`src/rtl/cfu_pkg.sv`:
```
// Function ids and sequencer state encoding shared by the CFU N-queens master
// and its transaction unit.
package cfu_pkg;
    localparam int unsigned FID_W = 10;

    localparam logic [FID_W-1:0] CFU_INIT    = 10'd0;
    localparam logic [FID_W-1:0] CFU_KERNEL  = 10'd1;
    localparam logic [FID_W-1:0] CFU_GET_RET = 10'd2;

    typedef enum logic [3:0] {
        IDLE,
        INIT_CMD,
        INIT_RSP,
        KERN_CMD,
        KERN_RSP,
        RET_CMD,
        RET_RSP,
        NEXT,
        FIN
    } state_e;
endpackage

```
`src/rtl/cfu_xact.sv`:
```
// Single CFU transaction: presents one command while requested, tracks the
// outstanding response and strobes the response data back to the sequencer.
module cfu_xact
    import cfu_pkg::*;
(
    input  logic             clk,
    input  logic             rst_n,
    input  logic             req_i,
    input  logic [FID_W-1:0] fid_i,
    input  logic [31:0]      in0_i,
    output logic             cmd_valid_o,
    input  logic             cmd_ready_i,
    output logic [FID_W-1:0] cmd_fid_o,
    output logic [31:0]      cmd_in0_o,
    input  logic             rsp_valid_i,
    output logic             rsp_ready_o,
    input  logic [31:0]      rsp_data_i,
    output logic             sent_o,
    output logic             rsp_strobe_o,
    output logic [31:0]      rsp_data_o
);
    logic wait_q;
    logic wait_d;
    logic fire;

    // req_i comes straight from registered sequencer state, so the command
    // and its payload stay put until the sequencer sees the transfer.
    assign cmd_valid_o  = req_i && !wait_q;
    assign cmd_fid_o    = fid_i;
    assign cmd_in0_o    = in0_i;
    assign fire         = cmd_valid_o && cmd_ready_i;
    assign rsp_ready_o  = req_i || wait_q;
    assign rsp_strobe_o = rsp_valid_i && rsp_ready_o && (fire || wait_q);
    assign sent_o       = fire && !rsp_strobe_o;
    assign rsp_data_o   = rsp_data_i;

    always_comb begin
        wait_d = wait_q;
        if (rsp_strobe_o) begin
            wait_d = 1'b0;
        end else if (fire) begin
            wait_d = 1'b1;
        end
    end

    always_ff @(posedge clk or negedge rst_n) begin
        if (!rst_n) begin
            wait_q <= 1'b0;
        end else begin
            wait_q <= wait_d;
        end
    end
endmodule

```
`src/rtl/cfu_nq_master.sv`:
```
// Sweeps N-queens start columns through a CFU: INIT per column, KERNEL until
// the CFU reports zero, then GET_RET accumulated into result.
module cfu_nq_master
    import cfu_pkg::*;
#(
    parameter logic [31:0] MAX_KERNEL = 32'h0400_0000
) (
    input  logic        clk,
    input  logic        reset_n,
    input  logic        start,
    input  logic [4:0]  col_lo,
    input  logic [4:0]  col_hi,
    output logic        busy,
    output logic        done,
    output logic        error,
    output logic [31:0] result,
    output logic [31:0] kernel_cnt,
    output logic        cmd_valid,
    input  logic        cmd_ready,
    output logic [9:0]  cmd_payload_function_id,
    output logic [31:0] cmd_payload_inputs_0,
    output logic [31:0] cmd_payload_inputs_1,
    input  logic        rsp_valid,
    output logic        rsp_ready,
    input  logic [31:0] rsp_payload_outputs_0
);
    state_e      state_q;
    logic [4:0]  col_q;
    logic [4:0]  col_hi_q;
    logic [31:0] kcol_q;
    logic [31:0] result_q;
    logic [31:0] kernel_cnt_q;
    logic        busy_q;
    logic        done_q;
    logic        error_q;

    logic             xact_req;
    logic [FID_W-1:0] xact_fid;
    logic [31:0]      xact_in0;
    logic             xact_sent;
    logic             xact_rsp;
    logic [31:0]      xact_data;

    always_comb begin
        xact_req = 1'b0;
        xact_fid = CFU_INIT;
        xact_in0 = '0;
        case (state_q)
            INIT_CMD: begin
                xact_req = 1'b1;
                xact_in0 = {27'd0, col_q};
            end
            KERN_CMD: begin
                xact_req = 1'b1;
                xact_fid = CFU_KERNEL;
            end
            RET_CMD: begin
                xact_req = 1'b1;
                xact_fid = CFU_GET_RET;
            end
            default: ;
        endcase
    end

    cfu_xact u_xact (
        .clk          (clk),
        .rst_n        (reset_n),
        .req_i        (xact_req),
        .fid_i        (xact_fid),
        .in0_i        (xact_in0),
        .cmd_valid_o  (cmd_valid),
        .cmd_ready_i  (cmd_ready),
        .cmd_fid_o    (cmd_payload_function_id),
        .cmd_in0_o    (cmd_payload_inputs_0),
        .rsp_valid_i  (rsp_valid),
        .rsp_ready_o  (rsp_ready),
        .rsp_data_i   (rsp_payload_outputs_0),
        .sent_o       (xact_sent),
        .rsp_strobe_o (xact_rsp),
        .rsp_data_o   (xact_data)
    );

    always_ff @(posedge clk or negedge reset_n) begin
        if (!reset_n) begin
            state_q      <= IDLE;
            col_q        <= '0;
            col_hi_q     <= '0;
            kcol_q       <= '0;
            result_q     <= '0;
            kernel_cnt_q <= '0;
            busy_q       <= 1'b0;
            done_q       <= 1'b0;
            error_q      <= 1'b0;
        end else begin
            case (state_q)
                IDLE: begin
                    done_q <= 1'b0;
                    if (start) begin
                        busy_q       <= 1'b1;
                        error_q      <= 1'b0;
                        result_q     <= '0;
                        kernel_cnt_q <= '0;
                        col_q        <= col_lo;
                        col_hi_q     <= col_hi;
                        state_q      <= (col_lo > col_hi) ? FIN : INIT_CMD;
                    end
                end
                INIT_CMD, INIT_RSP: begin
                    if (xact_rsp) begin
                        kcol_q  <= '0;
                        state_q <= KERN_CMD;
                    end else if (xact_sent) begin
                        state_q <= INIT_RSP;
                    end
                end
                KERN_CMD, KERN_RSP: begin
                    if (xact_rsp) begin
                        kernel_cnt_q <= kernel_cnt_q + 32'd1;
                        kcol_q       <= kcol_q + 32'd1;
                        // A zero reply always finishes the column, even on the last allowed kernel.
                        if (xact_data == '0) begin
                            state_q <= RET_CMD;
                        end else if (kcol_q + 32'd1 >= MAX_KERNEL) begin
                            error_q <= 1'b1;
                            state_q <= FIN;
                        end else begin
                            state_q <= KERN_CMD;
                        end
                    end else if (xact_sent) begin
                        state_q <= KERN_RSP;
                    end
                end
                RET_CMD, RET_RSP: begin
                    if (xact_rsp) begin
                        result_q <= result_q + xact_data;
                        state_q  <= NEXT;
                    end else if (xact_sent) begin
                        state_q <= RET_RSP;
                    end
                end
                NEXT: begin
                    if (col_q == col_hi_q) begin
                        state_q <= FIN;
                    end else begin
                        col_q   <= col_q + 5'd1;
                        state_q <= INIT_CMD;
                    end
                end
                FIN: begin
                    done_q  <= 1'b1;
                    busy_q  <= 1'b0;
                    state_q <= IDLE;
                end
                default: state_q <= IDLE;
            endcase
        end
    end

    assign busy                 = busy_q;
    assign done                 = done_q;
    assign error                = error_q;
    assign result               = result_q;
    assign kernel_cnt           = kernel_cnt_q;
    assign cmd_payload_inputs_1 = '0;
endmodule

```
`config.mk`:
```
export PLATFORM = sky130hd
export DESIGN_NAME = cfu_nq_master
export DESIGN_NICKNAME = d
export VERILOG_FILES = /design/src/rtl/cfu_pkg.sv /design/src/rtl/cfu_xact.sv /design/src/rtl/cfu_nq_master.sv
export SDC_FILE = /design/constraint.sdc
export NUM_CORES = 1
export LEC_CHECK = 0
export CORE_ASPECT_RATIO = 0.5
export CORE_UTILIZATION = 45
export DETAILED_ROUTE_END_ITERATION = 12
export HOLD_SLACK_MARGIN = 0.12
export PLACE_DENSITY = 0.81
export SETUP_SLACK_MARGIN = 0.3
export SLEW_MARGIN = 20
export SYNTH_ARGS = -nofsm -noshare
export SYNTH_HDL_FRONTEND = slang
export SYNTH_SLANG_ARGS = --single-unit
```
`constraint.sdc`:
```
create_clock -name clk -period 8.6 [get_ports clk]
set_clock_uncertainty 0.05 [all_clocks]
set_input_delay 1.29 -clock clk [delete_from_list [all_inputs] [get_ports clk]]
set_output_delay 1.29 -clock clk [all_outputs]
set_load 0.05 [all_outputs]
```
-- Yosys cells after proc, flatten, opt, wreduce, memory -nomap -nowiden
Cells that the tools add are included.
- mux-type cells: 36
- reductions and logical operators: 29
- equal/unequal tests: 19
- magnitude comparators: 2
- add/subtract/negate cells: 4
- operators with widths (kind ; count):
    case mux 32 bit (2 select lines) ; 3
    two-way mux 32 bit ; 5
    adder 32 x 1 -> 32 bit (second input constant) ; 2
    two-way mux 4 bit ; 11
    adder 32 bit ; 1
    >= comparator 32 x 27 -> 1 bit (second input constant) ; 1
    logical NOT 32 bit ; 1
    case mux 4 bit (5 select lines) ; 1
    equality test 4 x 3 -> 1 bit (second input constant) ; 4
    two-way mux 5 bit ; 3
    AND reduction 3 bit ; 4
    nonzero test 2 bit ; 6
    case mux 5 bit (2 select lines) ; 1
    inequality test 3 x 1 -> 1 bit (second input constant) ; 3
    equality test 4 x 2 -> 1 bit (second input constant) ; 2
    two-way mux 1 bit ; 8
    inequality test 2 bit (second input constant) ; 4
    inequality test 2 x 1 -> 1 bit (second input constant) ; 3
    case mux 1 bit (2 select lines) ; 3
    OR reduction 2 bit ; 3
    adder 5 x 1 -> 5 bit (second input constant) ; 1
    equality test 5 bit ; 1
    greater-than comparator 5 bit ; 1
    logical AND 1 bit ; 5
    other kinds (10) ; 13
- bits of input ports: 47
- output and inout bits: 143
- logic and storage cells: 100
- register bits: 114

-- Logic depth before layout (Yosys ltp)
Gate-level depths: netlist of run 1.
- depth after elaboration: 12
- depth in mapped cells: 11
- gate-level depth less buffers: 10

-- By module
A second synthesis of run 1 with hierarchy kept.
- cells, all modules: 969
- area total of the unflattened synthesis: 8211.6 sq um
- by module, submodules not included (module ; sequential area each (sq um) ; instances ; area an instance (sq um) ; cells an instance):
    cfu_nq_master ; 2827.7 ; 1 ; 7587.3 ; 888
    cfu_xact ; 25.0 ; 1 ; 624.3 ; 81

-- Worst setup path after synthesis of run 1
OpenSTA, ideal clock, no wires.
- path kind: reg-to-output
- start point: reg state_q[3]
- end point: out cmd_payload_inputs_0[3]
- required time: 7260 ps
- cell stages (with the launch flop): 4
- arrival time: 2251 ps
- slack: 5009 ps
- path buffers: 2
- path through: dfrtp_1 buf_2 clkbuf_1 nor4_1
- word-level cells in the longest chain between the ends: 2
- RTL lines (item ; RTL line ; RTL):
    from (decl) ; cfu_nq_master.sv:27 ; state_e state_q;
    from (signal assigned) ; cfu_nq_master.sv:105 ; state_q <= (col_lo > col_hi) ? FIN : INIT_CMD;
    equality test 4 x 1 -> 1 bit ; cfu_nq_master.sv:48 ; case (state_q)
    two-way mux 5 bit ; cfu_nq_master.sv:48 ;
    to (decl) ; cfu_nq_master.sv:21 ; output logic [31:0] cmd_payload_inputs_0,
No other way between the ends.

-- Worst setup path in the final report of run 1
- start point: reg state_q[0]
- end point: out cmd_payload_inputs_0[1]
The elaborated chain is that of the path after synthesis.

==> impl_metrics.tcl, run 1 <==
set metrics [dict create \
    grt_pass1_wl_microns 32300 \
    cp.required_ns 7.26 \
    synth-seq-cells 114 \
    timing_worst_setup_path_type "flip-flop to output pin" \
    num-nets-final 1136 \
    fin_setup_tns_ns 0 \
    area_growth_pct 21.5 \
    drive_gt1_share_pct 6.13 \
    hold_viol_final 0 \
    synthCells 943 \
    wl_per_cell_microns 15.4 \
    antenna_found_initial 0 \
    h-tree-depth 4 \
    ctsResizeCount 0 \
    port_buffers 122 \
    overflow 0 \
    clk_pin_slew_worst_paths_ns 0.06 \
    die_y_microns 96.2 \
    p_leak_uw 0.00425 \
    grt_pass1_vias 6701 \
    synth_ff_type "dfrtp_1" \
    status "finished clean" \
    fmax_mhz 255 \
    min_period_ns 3.92 \
    fp.dieW_microns 190 \
    ant_nets 0 \
    clock_latency_ns 0.41 \
    grt_setup_unrepaired "false" \
    maxSlewHeadroom_pct 27.2 \
    via_per_inst 5.64 \
    critPathCaptureType "output pin" \
    timing_worst_slew_pin_value_ns 1.09 \
    cts_tree "done" \
    ys_types 77 \
    post_cts_buffers 0 \
    crit_fanout 14 \
    wirelength_microns 19800 \
    min_period_over_period_pct 45.5 \
    io_pins 190 \
    synth_edf_count 0 \
    start_util_pct 47.4 \
    peakVddDrop_mv 0.169 \
    synth_area_leader_cell "dfrtp_1" \
    synth_most_common_cell "dfrtp_1" \
    syn_avg_cell_area_sq_um 8.46 \
    drv_cap 0 \
    cts_buffer_depth 2 \
    slew_viol_final 0 \
    cts_made_buffers 17 \
    synth-seq-area-share_pct 35.7 \
    core_sq_mm 0.0168 \
    grt_start_max_net_pins 64 \
    power_density_mw_per_mm2 334 \
    row_count 33 \
    setup-violations-final 0 \
    routabilityCongestion 0.915 \
    num_vias 7259 \
    start_kind "flip-flop" \
    synth_commonest_cells "114 x dfrtp_1, 93 x o21ai_0, 86 x nand2_1, 74 x nor2_1, 68 x buf_4" \
    antennaDiodeCount 0 \
    cts.hold.buffers_added 0 \
    yosysTopAreaCellShare_pct 35.7 \
    die_area_sq_mm 0.0183 \
    synth_area_leaders "dfrtp_1 36%, buf_4 6.4%, ha_1 6.1%" \
    cts.root.buffer_cell "clkbuf_16" \
    whs_ns 0.425 \
    worstHoldPathType "flip-flop to flip-flop" \
    cts_sinks 114 \
    firstDrtPassIters 7 \
    grt_usage_pct 22.1 \
    syn_area_sq_mm 0.00798 \
    initialDrtViolationCount 502 \
    synthArstFlopShare_pct 100 \
    arrival_ns 2.58 \
    drc_errors 0 \
    hpwl_microns 14100 \
    yosysWarnings 0 \
    fillers 1421 \
]
==> power breakdown <==
| group | internal [uW] | switching (uW) | leakage (uW) |
|---|---|---|---|
| sequential | 661 | 146 | 0.00153 |
| clock | 458 | 275 | 0.000283 |
| combinational | 597 | 1100 | 0.00243 |
==> path summary, 6_finish.rpt <==
check / start / end / slack [ns] / depth (start not counted)
min in group asynchronous: reset_n / result[5]$_DFFE_PN0P_ / 0.90 / 1
max reg2reg: result[0]$_DFFE_PN0P_ / result[26]$_DFFE_PN0P_ / 5.65 / 10
min reg2reg: error$_DFFE_PN0P_ / error$_DFFE_PN0P_ / 0.43 / 1
max: state_q[0]$_DFFE_PN0P_ / cmd_payload_inputs_0[1] / 4.68 / 4
min: error$_DFFE_PN0P_ / error$_DFFE_PN0P_ / 0.43 / 1
max in group asynchronous: reset_n / kernel_cnt[16]$_DFFE_PN0P_ / 6.37 / 2
==> final cells by class <==
cell class | count | area, sq um | share of cell area [%]
Tap cell | 227 | 284 | 2.93
Clock inverter | 14 | 181 | 1.87
Clock buffer | 17 | 425 | 4.39
Multi-Input combinational cell | 763 | 4600 | 47.4
Timing Repair Buffer | 127 | 1260 | 13.0
Inverter | 26 | 97.6 | 1.01
Sequential cell | 114 | 2850 | 29.4
==> placed cells by master, fill, tap and decap left out, types with 25 or more instances in the layout <==
| cell type | Yosys | final |
|---|---|---|
| ha_1 | 39 | 39 |
| nand2_1 | 86 | 86 |
| conb_1 | 1 | 67 |
| a21oi_1 | 54 | 54 |
| nand4_1 | 29 | 29 |
| dfrtp_1 | 114 | 114 |
| o21ai_0 | 93 | 93 |
| nor2_1 | 74 | 74 |
| clkdlybuf4s50_1 | 0 | 121 |
| xor2_1 | 33 | 33 |
| nand3_1 | 60 | 60 |
| inv_1 | 25 | 25 |
==> stage by stage <==
stage / std cells / setup slack (ns) / util, % / area (sq um) / power [uW]
after floorplan: 1009 / 5.01 / - / 8230 / 2060
after global placement: 1257 / 4.39 / 54.0 / 9090 / 2440
after detailed placement: 1257 / 4.36 / 54.0 / 9090 / 2480
after CTS: 1288 / 4.70 / 57.6 / 9700 / 3230
after global routing: 1288 / 4.54 / 57.6 / 9700 / 3430
final: 1288 / 4.68 / 57.6 / 9700 / 3240
==> state kept, by name, summed over array words and instances, names as in the netlist <==
signal	cells
kcol_q	32
kernel_cnt	32
result	32
col_hi_q	5
col_q	5
state_q	4
busy	1
done	1
error	1
u_xact.wait_q	1
==> layer usage <==
metal / global-route usage [%] / vias up / wire [microns]
li1: - / 3480 / -
met3: 4.23 / 32 / 1080
met2: 37.3 / 258 / 9350
met1: 28.2 / 3489 / 8990
met5: 0 / - / 0
met4: 8.33 / 0 / 405
==> critical path, cell delays in order (launching register included) <==
cell and delay [ns]:
dfrtp_1 0.61, nand2b_1 0.19, nor3_1 0.33, and2_1 0.22, clkdlybuf4s50_1 0.81
==> kinds of logic (layout without fill, tap and decap cells) <==
group | count (synthesis) | count (layout) | synth area share, %
simple gates | 350 | 350 | 22.0
compound gates | 246 | 246 | 19.4
buf+inv | 132 | 184 | 9.80
flops | 114 | 114 | 35.7
xor+xnor | 54 | 54 | 5.93
fa+ha+maj | 40 | 40 | 6.36
mux | 6 | 6 | 0.768
other cells | 1 | 67 | 0.0470
No activity file was read; power rests on OpenSTA's default activity.
==> run 2, diff against run 1 <==
--- a/config.mk
+++ b/config.mk
@@ -9,7 +9,7 @@
 export CORE_UTILIZATION = 45
 export DETAILED_ROUTE_END_ITERATION = 12
 export HOLD_SLACK_MARGIN = 0.12
-export PLACE_DENSITY = 0.81
+export PLACE_DENSITY = 0.84
 export SETUP_SLACK_MARGIN = 0.3
 export SLEW_MARGIN = 20
 export SYNTH_ARGS = -nofsm -noshare
==> constraint.sdc (replaced) <==
create_clock -name clk -period 3.6 [get_ports clk]
set_clock_uncertainty 0.05 [all_clocks]
set_input_delay 0.54 -clock clk [delete_from_list [all_inputs] [get_ports clk]]
set_output_delay 0.54 -clock clk [all_outputs]
set_load 0.05 [all_outputs]
==> impl_metrics.tcl, run 2 (synthesis gave the netlist of run 1 again) <==
set metrics [dict create \
    routabilityCongestion 0.912 \
    post_cts_buffers 0 \
    arrival_ns 2.52 \
    slew_viol_final 0 \
    area_growth_pct 22.0 \
    crit_fanout 14 \
    reg2reg_to "result[12]$_DFFE_PN0P_" \
    cts_tree "done" \
    hpwl_microns 14600 \
    status "finished clean" \
    min_period_over_period_pct 86.4 \
    fp.dieW_microns 190 \
    worstHoldPathType "primary input to asynchronous set/reset pin" \
    min_period_ns 3.11 \
    maxSlewHeadroom_pct 49.8 \
    ctsResizeCount 0 \
    wirelength_microns 20500 \
    setup-violations-final 0 \
    max_stage_delay_ns 0.80 \
    timing_worst_setup_path_type "flip-flop to output pin" \
    r2r_cells 7 \
    dp.cells 1261 \
    cts_buffer_depth 2 \
    num-nets-final 1140 \
    cts_sinks 114 \
    whs_ns 0.157 \
    via_per_inst 5.69 \
    timing_worst_slew_pin_value_ns 0.753 \
    grt_usage_pct 22.9 \
    overflow 0 \
    fmax_mhz 322 \
    cts.hold.buffers_added 0 \
    drive_gt1_share_pct 6.38 \
    firstDrtPassIters 5 \
    power_density_mw_per_mm2 797 \
    die_y_microns 96.2 \
    stdcell_count 1293 \
    hold_viol_final 0 \
    core_sq_mm 0.0168 \
    drv_cap 0 \
    clock_latency_ns 0.41 \
    antenna_found_initial 0 \
    cts.root.buffer_cell "clkbuf_16" \
    drc_errors 0 \
    layout_common_cells "121 x clkdlybuf4s50_1, 114 x dfrtp_1, 93 x o21ai_0" \
    h-tree-depth 4 \
    row_count 33 \
    cp.required_ns 3.01 \
    post-route-util_pct 57.8 \
    fin_setup_tns_ns 0 \
    grt_setup_unrepaired "false" \
    grt_pass1_wl_microns 33800 \
    start_kind "flip-flop" \
    die_area_sq_mm 0.0183 \
    num_vias 7361 \
    p_leak_uw 0.00427 \
    io_pins 190 \
    crit-reg2reg-launch "state_q[2]$_DFFE_PN0P_" \
    power_uw 7770 \
    mostFrequentLayoutCell "clkdlybuf4s50_1" \
    antennaDiodeCount 0 \
    initialDrtViolationCount 553 \
    grt_start_max_net_pins 59 \
    cts_made_buffers 17 \
    critPathCaptureType "output pin" \
    peakVddDrop_mv 0.466 \
    ant_nets 0 \
    regToRegSetupSlack_ns 0.72 \
    port_buffers 122 \
    cp_cell_sequence "nand2b_1 -> nor3_1 -> and2_1 -> clkdlybuf4s50_1" \
    wl_per_cell_microns 15.9 \
    clk_pin_slew_worst_paths_ns 0.06 \
    grt_pass1_vias 6852 \
    slowest_stage "clkdlybuf4s50_1" \
    start_util_pct 47.4 \
]
run 2: where the power goes:
group | internal (uW) | switching [uW]
clock | 1100 | 641
combinational | 1440 | 2650
sequential | 1580 | 363
run 2: final cells by class:
type / instances / area, sq um
multi-input combinational: 763 / 4590
timing repair buffer: 131 / 1300
clock inverter: 14 / 181
clock buffer: 18 / 429
fill: 1421 / 7110
inverter: 26 / 97.6
tap: 227 / 284
sequential: 114 / 2850
run 2: worst max-delay path by stage:
stage                             start                      end
3_3_place_gp   rsp_payload_outputs_0[0]   result[26]$_DFFE_PN0P_
3_5_place_dp   rsp_payload_outputs_0[0]   result[26]$_DFFE_PN0P_
5_1_grt          state_q[0]$_DFFE_PN0P_  cmd_payload_inputs_0[2]
6_report         state_q[0]$_DFFE_PN0P_  cmd_payload_inputs_0[2]
4_1_cts          state_q[0]$_DFFE_PN0P_  cmd_payload_inputs_0[2]
2_1_floorplan     result[0]$_DFFE_PN0P_   result[26]$_DFFE_PN0P_
run 2: worst max-delay path, delay by kind of cell (launching register included):
family                 cells  cell delay [ns]
buffers and inverters      1             0.80
AND/OR/NAND/NOR            3             0.69
flip-flops                 1             0.63
run 2: layer usage:
| layer | wire (microns) | GRT usage (%) | share of wire, % | vias up |
|---|---|---|---|---|
| met5 | 0 | 0 | 0 | - |
| met4 | 461 | 7.47 | 2.2 | 0 |
| met3 | 1090 | 4.01 | 5.3 | 44 |
| met2 | 10000 | 39.6 | 49 | 308 |
| met1 | 8970 | 29.4 | 44 | 3518 |
| li1 | - | - | - | 3491 |
run 2: stage by stage:
stage                     cell area [sq um]  setup WS (ns)
after CTS                              9740          0.506
after global routing                   9740          0.359
final                                  9740          0.491
after floorplan                        8230          0.621
after detailed placement               9130          0.191
after global placement                 9130          0.229
==> run 3, diff against run 2 <==
--- a/config.mk
+++ b/config.mk
@@ -5,13 +5,13 @@
 export SDC_FILE = /design/constraint.sdc
 export NUM_CORES = 1
 export LEC_CHECK = 0
+export CAP_MARGIN = 20
 export CORE_ASPECT_RATIO = 0.5
 export CORE_UTILIZATION = 45
 export DETAILED_ROUTE_END_ITERATION = 12
 export HOLD_SLACK_MARGIN = 0.12
 export PLACE_DENSITY = 0.84
 export SETUP_SLACK_MARGIN = 0.3
-export SLEW_MARGIN = 20
 export SYNTH_ARGS = -nofsm -noshare
 export SYNTH_HDL_FRONTEND = slang
 export SYNTH_SLANG_ARGS = --single-unit
==> results of run 3 <==
No change in the layout: final DEF, timing and power equal those of run 2.
